===== src/rtl/calc_keys_pkg.sv =====
`default_nettype none
// ============================================================================
// calc_keys_pkg : key codes, keypad map and scanner state encoding shared by
//                 the keypad scanner and the calculator datapath.
// Rev 1.0
// ============================================================================
package calc_keys_pkg;

  localparam logic [4:0] KEY_NONE = 5'h10;

  localparam logic [3:0] KEY_ADD  = 4'hA;
  localparam logic [3:0] KEY_SUB  = 4'hB;
  localparam logic [3:0] KEY_MUL  = 4'hC;
  localparam logic [3:0] KEY_DIV  = 4'hD;
  localparam logic [3:0] KEY_BACK = 4'hE;
  localparam logic [3:0] KEY_CLR  = 4'hF;

  localparam logic [1:0] ST_SCAN    = 2'd0;
  localparam logic [1:0] ST_DEBNC   = 2'd1;
  localparam logic [1:0] ST_PRESSED = 2'd2;
  localparam logic [1:0] ST_RELEASE = 2'd3;

  // Indexed by row*4+col; physical layout row0 = "1 2 3 +" ... row3 = "<- 0 C /".
  localparam logic [3:0] KEYMAP [16] = '{
    4'h1,     4'h2, 4'h3,    KEY_ADD,
    4'h4,     4'h5, 4'h6,    KEY_SUB,
    4'h7,     4'h8, 4'h9,    KEY_MUL,
    KEY_BACK, 4'h0, KEY_CLR, KEY_DIV
  };

  function automatic logic [4:0] key_code(input logic [1:0] row, input logic [1:0] col);
    return {1'b0, KEYMAP[{row, col}]};
  endfunction

endpackage
`default_nettype wire


===== src/rtl/keypad_row_sync.sv =====
`default_nettype none
// ============================================================================
// keypad_row_sync : 2-FF synchroniser for the four keypad row inputs.
// Rev 1.0
// ============================================================================
module keypad_row_sync (
  input  logic       CLK,
  input  logic       RST,
  input  logic [3:0] row_in,
  output logic [3:0] row_sync
);

  logic [3:0] r_meta;
  logic [3:0] r_sync;

  // Resets to all-released so no phantom press is seen after reset.
  always_ff @(posedge CLK or posedge RST) begin
    if (RST) begin
      r_meta <= 4'hF;
      r_sync <= 4'hF;
    end else begin
      r_meta <= row_in;
      r_sync <= r_meta;
    end
  end

  assign row_sync = r_sync;

endmodule
`default_nettype wire


===== src/rtl/keypad_scan_ctrl.sv =====
`default_nettype none
// ============================================================================
// keypad_scan_ctrl : 4x4 active-low keypad scanner, debouncer and key-code bus.
// Optional auto-repeat of held keys: define KEYPAD_REPEAT_EN.
// Rev 1.0
// ============================================================================
module keypad_scan_ctrl
  import calc_keys_pkg::*;
#(
  parameter int SCAN_DIV     = 50000,
  parameter int DEBOUNCE_CNT = 4,
  parameter int REPEAT_DLY   = 20
) (
  input  logic       CLK,
  input  logic       RST,
  input  logic [3:0] row_in,
  output logic [3:0] col_out,
  output logic [4:0] key_stats,
  output logic       key_valid
);

  localparam int DIV_W = (SCAN_DIV > 1) ? $clog2(SCAN_DIV) : 1;
  localparam int DEB_W = $clog2(DEBOUNCE_CNT + 1);
  localparam int REP_W = (REPEAT_DLY > 2) ? $clog2(REPEAT_DLY) : 1;

  localparam logic [DIV_W-1:0] DIV_LAST = DIV_W'(SCAN_DIV - 1);
  localparam logic [DEB_W-1:0] DEB_LAST = DEB_W'(DEBOUNCE_CNT - 1);
  localparam logic [REP_W-1:0] REP_LAST = REP_W'(REPEAT_DLY - 1);
  localparam logic [REP_W-1:0] REP_GAP  = REP_W'(REPEAT_DLY - 2);

`ifdef KEYPAD_REPEAT_EN
  localparam bit REPEAT_ON = 1'b1;
`else
  localparam bit REPEAT_ON = 1'b0;
`endif

  typedef enum logic [1:0] {
    SCAN    = ST_SCAN,
    DEBNC   = ST_DEBNC,
    PRESSED = ST_PRESSED,
    RELEASE = ST_RELEASE
  } state_t;

  state_t           r_state, w_state_nxt;
  logic [DIV_W-1:0] r_div;
  logic [1:0]       r_col, w_col_nxt;
  logic [1:0]       r_row, w_row_nxt;
  logic [DEB_W-1:0] r_cnt, w_cnt_nxt;
  logic [REP_W-1:0] r_rep, w_rep_nxt;
  logic [4:0]       r_stats, w_stats_nxt;
  logic             r_valid, w_valid_nxt;
  logic [3:0]       r_col_out;

  logic [3:0]       w_rows;
  logic [1:0]       w_low_idx;
  logic             w_sample;
  logic             w_any_low;
  logic             w_rep_ok;

  keypad_row_sync u_row_sync (
    .CLK      (CLK),
    .RST      (RST),
    .row_in   (row_in),
    .row_sync (w_rows)
  );

  assign w_sample  = (r_div == DIV_LAST);
  assign w_any_low = (w_rows != 4'hF);
  // Backspace and clear are destructive, so they never auto-repeat.
  assign w_rep_ok  = REPEAT_ON && (KEYMAP[{r_row, r_col}] < KEY_BACK);

  always_comb begin
    w_low_idx = 2'd0;
    for (int i = 3; i >= 0; i--) begin
      if (!w_rows[i]) w_low_idx = 2'(i);
    end
  end

  always_comb begin
    w_state_nxt = r_state;
    w_col_nxt   = r_col;
    w_row_nxt   = r_row;
    w_cnt_nxt   = r_cnt;
    w_rep_nxt   = r_rep;
    w_stats_nxt = r_stats;
    w_valid_nxt = 1'b0;
    if (w_sample) begin
      case (r_state)
        SCAN: begin
          if (w_any_low) begin
            w_row_nxt = w_low_idx;
            w_cnt_nxt = DEB_W'(1);
            if (DEBOUNCE_CNT <= 1) begin
              w_state_nxt = PRESSED;
              w_stats_nxt = key_code(w_low_idx, r_col);
              w_valid_nxt = 1'b1;
              w_rep_nxt   = '0;
            end else begin
              w_state_nxt = DEBNC;
            end
          end else begin
            w_col_nxt = r_col + 2'd1;
          end
        end
        DEBNC: begin
          if (!w_rows[r_row]) begin
            w_cnt_nxt = r_cnt + 1'b1;
            if (r_cnt == DEB_LAST) begin
              w_state_nxt = PRESSED;
              w_stats_nxt = key_code(r_row, r_col);
              w_valid_nxt = 1'b1;
              w_rep_nxt   = '0;
            end
          end else begin
            w_state_nxt = SCAN;
            w_col_nxt   = r_col + 2'd1;
          end
        end
        PRESSED: begin
          if (!w_any_low) begin
            w_cnt_nxt = DEB_W'(1);
            if (DEBOUNCE_CNT <= 1) begin
              w_state_nxt = SCAN;
              w_col_nxt   = 2'd0;
              w_stats_nxt = KEY_NONE;
            end else begin
              w_state_nxt = RELEASE;
            end
          end else if (w_rep_ok) begin
            // One dwell of KEY_NONE precedes each repeat so change detection fires.
            if (r_rep == REP_LAST) begin
              w_stats_nxt = key_code(r_row, r_col);
              w_valid_nxt = 1'b1;
              w_rep_nxt   = '0;
            end else begin
              w_rep_nxt = r_rep + 1'b1;
              if (r_rep == REP_GAP) w_stats_nxt = KEY_NONE;
            end
          end
        end
        RELEASE: begin
          if (!w_any_low) begin
            w_cnt_nxt = r_cnt + 1'b1;
            if (r_cnt == DEB_LAST) begin
              w_state_nxt = SCAN;
              w_col_nxt   = 2'd0;
              w_stats_nxt = KEY_NONE;
            end
          end else begin
            w_state_nxt = PRESSED;
          end
        end
        default: w_state_nxt = SCAN;
      endcase
    end
  end

  always_ff @(posedge CLK or posedge RST) begin
    if (RST) begin
      r_state   <= SCAN;
      r_div     <= '0;
      r_col     <= 2'd0;
      r_row     <= 2'd0;
      r_cnt     <= '0;
      r_rep     <= '0;
      r_stats   <= KEY_NONE;
      r_valid   <= 1'b0;
      r_col_out <= 4'b1110;
    end else begin
      r_div     <= w_sample ? '0 : r_div + 1'b1;
      r_state   <= w_state_nxt;
      r_col     <= w_col_nxt;
      r_row     <= w_row_nxt;
      r_cnt     <= w_cnt_nxt;
      r_rep     <= w_rep_nxt;
      r_stats   <= w_stats_nxt;
      r_valid   <= w_valid_nxt;
      r_col_out <= ~(4'b0001 << w_col_nxt);
    end
  end

  assign col_out   = r_col_out;
  assign key_stats = r_stats;
  assign key_valid = r_valid;

endmodule
`default_nettype wire


===== config.mk =====
export PLATFORM = sky130hd
export DESIGN_NAME = keypad_scan_ctrl
export DESIGN_NICKNAME = d
export VERILOG_FILES = /design/src/rtl/calc_keys_pkg.sv /design/src/rtl/keypad_row_sync.sv /design/src/rtl/keypad_scan_ctrl.sv
export SDC_FILE = /design/constraint.sdc
export NUM_CORES = 1
export LEC_CHECK = 0
export CAP_MARGIN = 40
export CORE_MARGIN = 1.5
export CORE_UTILIZATION = 45
export CTS_CLUSTER_DIAMETER = 60
export CTS_CLUSTER_SIZE = 14
export DETAILED_ROUTE_END_ITERATION = 12
export GPL_ROUTABILITY_DRIVEN = 0
export PLACE_DENSITY = 0.69
export SLEW_MARGIN = 20
export SYNTH_ARGS = -nofsm -noshare
export SYNTH_HDL_FRONTEND = slang
export SYNTH_SLANG_ARGS = --single-unit

===== constraint.sdc =====
create_clock -name CLK -period 3.3 [get_ports CLK]
set_input_delay 0.66 -clock CLK [delete_from_list [all_inputs] [get_ports CLK]]
set_output_delay 0.66 -clock CLK [all_outputs]
set_load 0.1 [all_outputs]

==> out/results.ini <==
[setup_path]
critPathLaunch = r_div[5]
slowest_delay_ns = 0.56
r2r_start = r_div[5]
worstSetupPathType = reg -> reg
cp_cell_sequence = or4b_4, nor4_4, buf_4, nand3_2, nand3b_4, mux2_4
crit_path_end_kind = register
cp_slowest_cell = or4b_4
reg2reg_to = key_stats[2]
crit_arrival_ns = 2.70
rrSetupSlack_ns = 0.78
crit_path_end = key_stats[2]
start_kind = register
reg2reg_depth = 6
crit_required_ns = 3.48
cp_max_fo = 10

[run]
drv_cap = 0

[die]
core_area_sq_um = 4410
dieWidth_um = 71.3
die_area_sq_um = 5080
die_h_um = 71.3
initial_utilization = 0.476
ios = 16
row_count = 24

[global_route]
antenna_found_initial = 0
grt-ovfl-total = 0
grt_usage = 0.160
grtUsageMet2 = 0.262
grtUsageMet1 = 0.207
grt_pass1_wl_um = 6440
grt_max_degree = 44
grt_pass1_vias = 1418
grt_util_met3 = 0.0492
grt_busiest_layer = met2

[clock_tree]
postCtsHoldBufs = 0
cts.path.max_buffers = 2
cts_tree = built
postCtsResizedCells = 0
root_buffer = clkbuf_8
cts_buffers = 5
post-cts-setup-buffers = 0
htreeDepth = 2
clk_latency_ns = 0.29
cts_sinks = 43
cts.clk_slew.worst_paths_ns = 0.08

[sta]
setup_viol = 0
tightest_slew_ns = 0.548
setup_slack_ns = 0.779
drv_slew = 0
rsz0062_at_grt = no
max_freq_mhz = 397
max-slew-margin-rel = 0.632
hold_violations = 0
fin_crit_sh = 0.764
tns_ns = 0
fin_skew_ns = 0.0106
fin_crit_ns = 2.52

[yosys]
synth_area_per_cell_sq_um = 11.5
postSynthCellCount = 182
synth_edf_count = 0
ys_seq_area_frac = 0.520
ys.flop_type = dfrtp_1
synthesis.area_sq_um = 2100
syn_nets = 196
synthArstFlopShare = 1.00
ys_seq_elements = 43
yosys_warnings = 0
yosysUniqueCellTypes = 41

[power]
ir_drop_mv = 0.342
power_leakage_nw = 1.15
power_w = 0.000872
p_per_area_nw_per_um2 = 368

[placed_design]
post_dp_cell_area_sq_um = 2290
place_worst_setup_slack_ns = 0.818
dp_cells = 246
dp_hpwl_um = 2680
port-buffer-count = 15

[routing]
first_pass_iters = 4
drt_iter0_markers = 144
viasPerCell = 5.47
num_vias = 1389
drc = 0
ant_nets = 0
wl_um = 3670
wl_per_cell_um = 14.4

[cells_and_area]
fin_area_sq_um = 2370
stdcell_count = 254
antenna_cells = 0
syn2layout_area_growth_pct = 12.8
drive_gt1_frac = 0.213
fin_nets = 215

[hold_path]
hold_path_class = reg -> reg

[run_status]
outcome = finished clean

-- through the flow --
stage | util | hold WS, ns
after floorplan | - | 0.345
after global placement | 0.518 | 0.346
after detailed placement | 0.518 | 0.347
after CTS | 0.536 | 0.357
after global routing | 0.536 | 0.362
final | 0.536 | 0.357
-- state kept, by name, indices dropped and copies added (netlist names) --
| signal | count |
|---|---|
| key_stats | 5 |
| col_out | 4 |
| u_row_sync.r_meta | 4 |
| r_state | 2 |
| key_valid | 1 |
| r_row | 2 |
| u_row_sync.row_sync | 4 |
| r_col | 2 |
| r_div | 16 |
| r_cnt | 3 |
-- Yosys cell counts (2+ instances only) --
| cell | count | share of area |
|---|---|---|
| mux2_4 | 5 | 0.036 |
| and4_1 | 2 | 0.0083 |
| mux2i_1 | 7 | 0.033 |
| ha_1 | 8 | 0.048 |
| nand3_1 | 5 | 0.012 |
| nor2b_1 | 2 | 0.0060 |
| nand4_1 | 6 | 0.018 |
| o22ai_1 | 3 | 0.0089 |
| and3b_1 | 2 | 0.0083 |
| o21ai_0 | 4 | 0.0095 |
| xor2_1 | 10 | 0.042 |
| mux4_2 | 2 | 0.021 |
| and3_1 | 2 | 0.0060 |
| o211a_1 | 2 | 0.0095 |
| xnor2_1 | 3 | 0.013 |
| nor2_1 | 16 | 0.029 |
| nand2b_1 | 3 | 0.0089 |
| and2_1 | 2 | 0.0060 |
| dfstp_2 | 12 | 0.15 |
| inv_1 | 14 | 0.025 |
| dfrtp_1 | 31 | 0.37 |
| nand4bb_1 | 2 | 0.011 |
| a21oi_1 | 9 | 0.021 |
| nand2_1 | 9 | 0.016 |
| clkbuf_1 | 5 | 0.0089 |
-- worst max-delay path: cells and delay by family, from the launching register on --
| family | cells | cell delay, ns |
|---|---|---|
| simple gates | 4 | 1.39 |
| buf+inv | 1 | 0.27 |
| mux | 1 | 0.32 |
| flops | 1 | 0.43 |
-- cells by family after synthesis --
group,share of synthesized area
AND/OR/NAND/NOR,0.175
XOR/XNOR,0.0542
flip-flops,0.520
buffers and inverters,0.0340
adder cells (fa/ha/maj),0.0477
AO/OA/AOI/OAI,0.0739
multiplexers,0.0959
-- cell type report --
class	instances	area, sq um
well taps	52	65.1
multi-input cells	120	937
clock buffers	7	76.3
flip-flops and latches	43	1090
clock inverters	1	5.00
repair buffers	17	140
fillers	377	2050
inverters	14	52.6
-- cell usage in the layout (no fill, tap or decap), types with 4 or more instances in the layout --
cell and instances:
nand3_1 5, o21ai_0 4, buf_4 12, nand2_1 9, xor2_1 10, dfrtp_1 31
mux2i_1 7, inv_1 14, clkbuf_8 5, ha_1 8, a21oi_1 9, clkdlybuf4s50_1 5
mux2_4 5, dfstp_2 12, nand4_1 6, nor2_1 16
-- how the worst min path moves through the flow --
stage	end	depth (start not counted)	slack (ns)	from
2_1_floorplan	u_row_sync.row_sync[0]	0	0.35	u_row_sync.r_meta[0]
3_3_place_gp	u_row_sync.row_sync[0]	0	0.35	u_row_sync.r_meta[0]
3_5_place_dp	u_row_sync.row_sync[1]	0	0.35	u_row_sync.r_meta[1]
4_1_cts	u_row_sync.row_sync[0]	0	0.36	u_row_sync.r_meta[0]
5_1_grt	u_row_sync.row_sync[0]	0	0.36	u_row_sync.r_meta[0]
6_report	u_row_sync.row_sync[2]	0	0.36	u_row_sync.r_meta[2]
-- routing by layer --
| metal | up-vias | wire length [um] |
|---|---|---|
| met3 | 2 | 159 |
| li1 | 669 | - |
| met4 | 0 | 12 |
| met2 | 29 | 1820 |
| met1 | 689 | 1670 |
| met5 | - | 0 |
-- power by group --
part	switching [W]	total [W]	internal, W
logic	0.0000135	0.0000220	0.00000852
clock network	0.000162	0.000310	0.000148
registers	0.00000381	0.000540	0.000536
total	0.000179	0.000872	0.000693
Power figures use the tool's default switching activity.
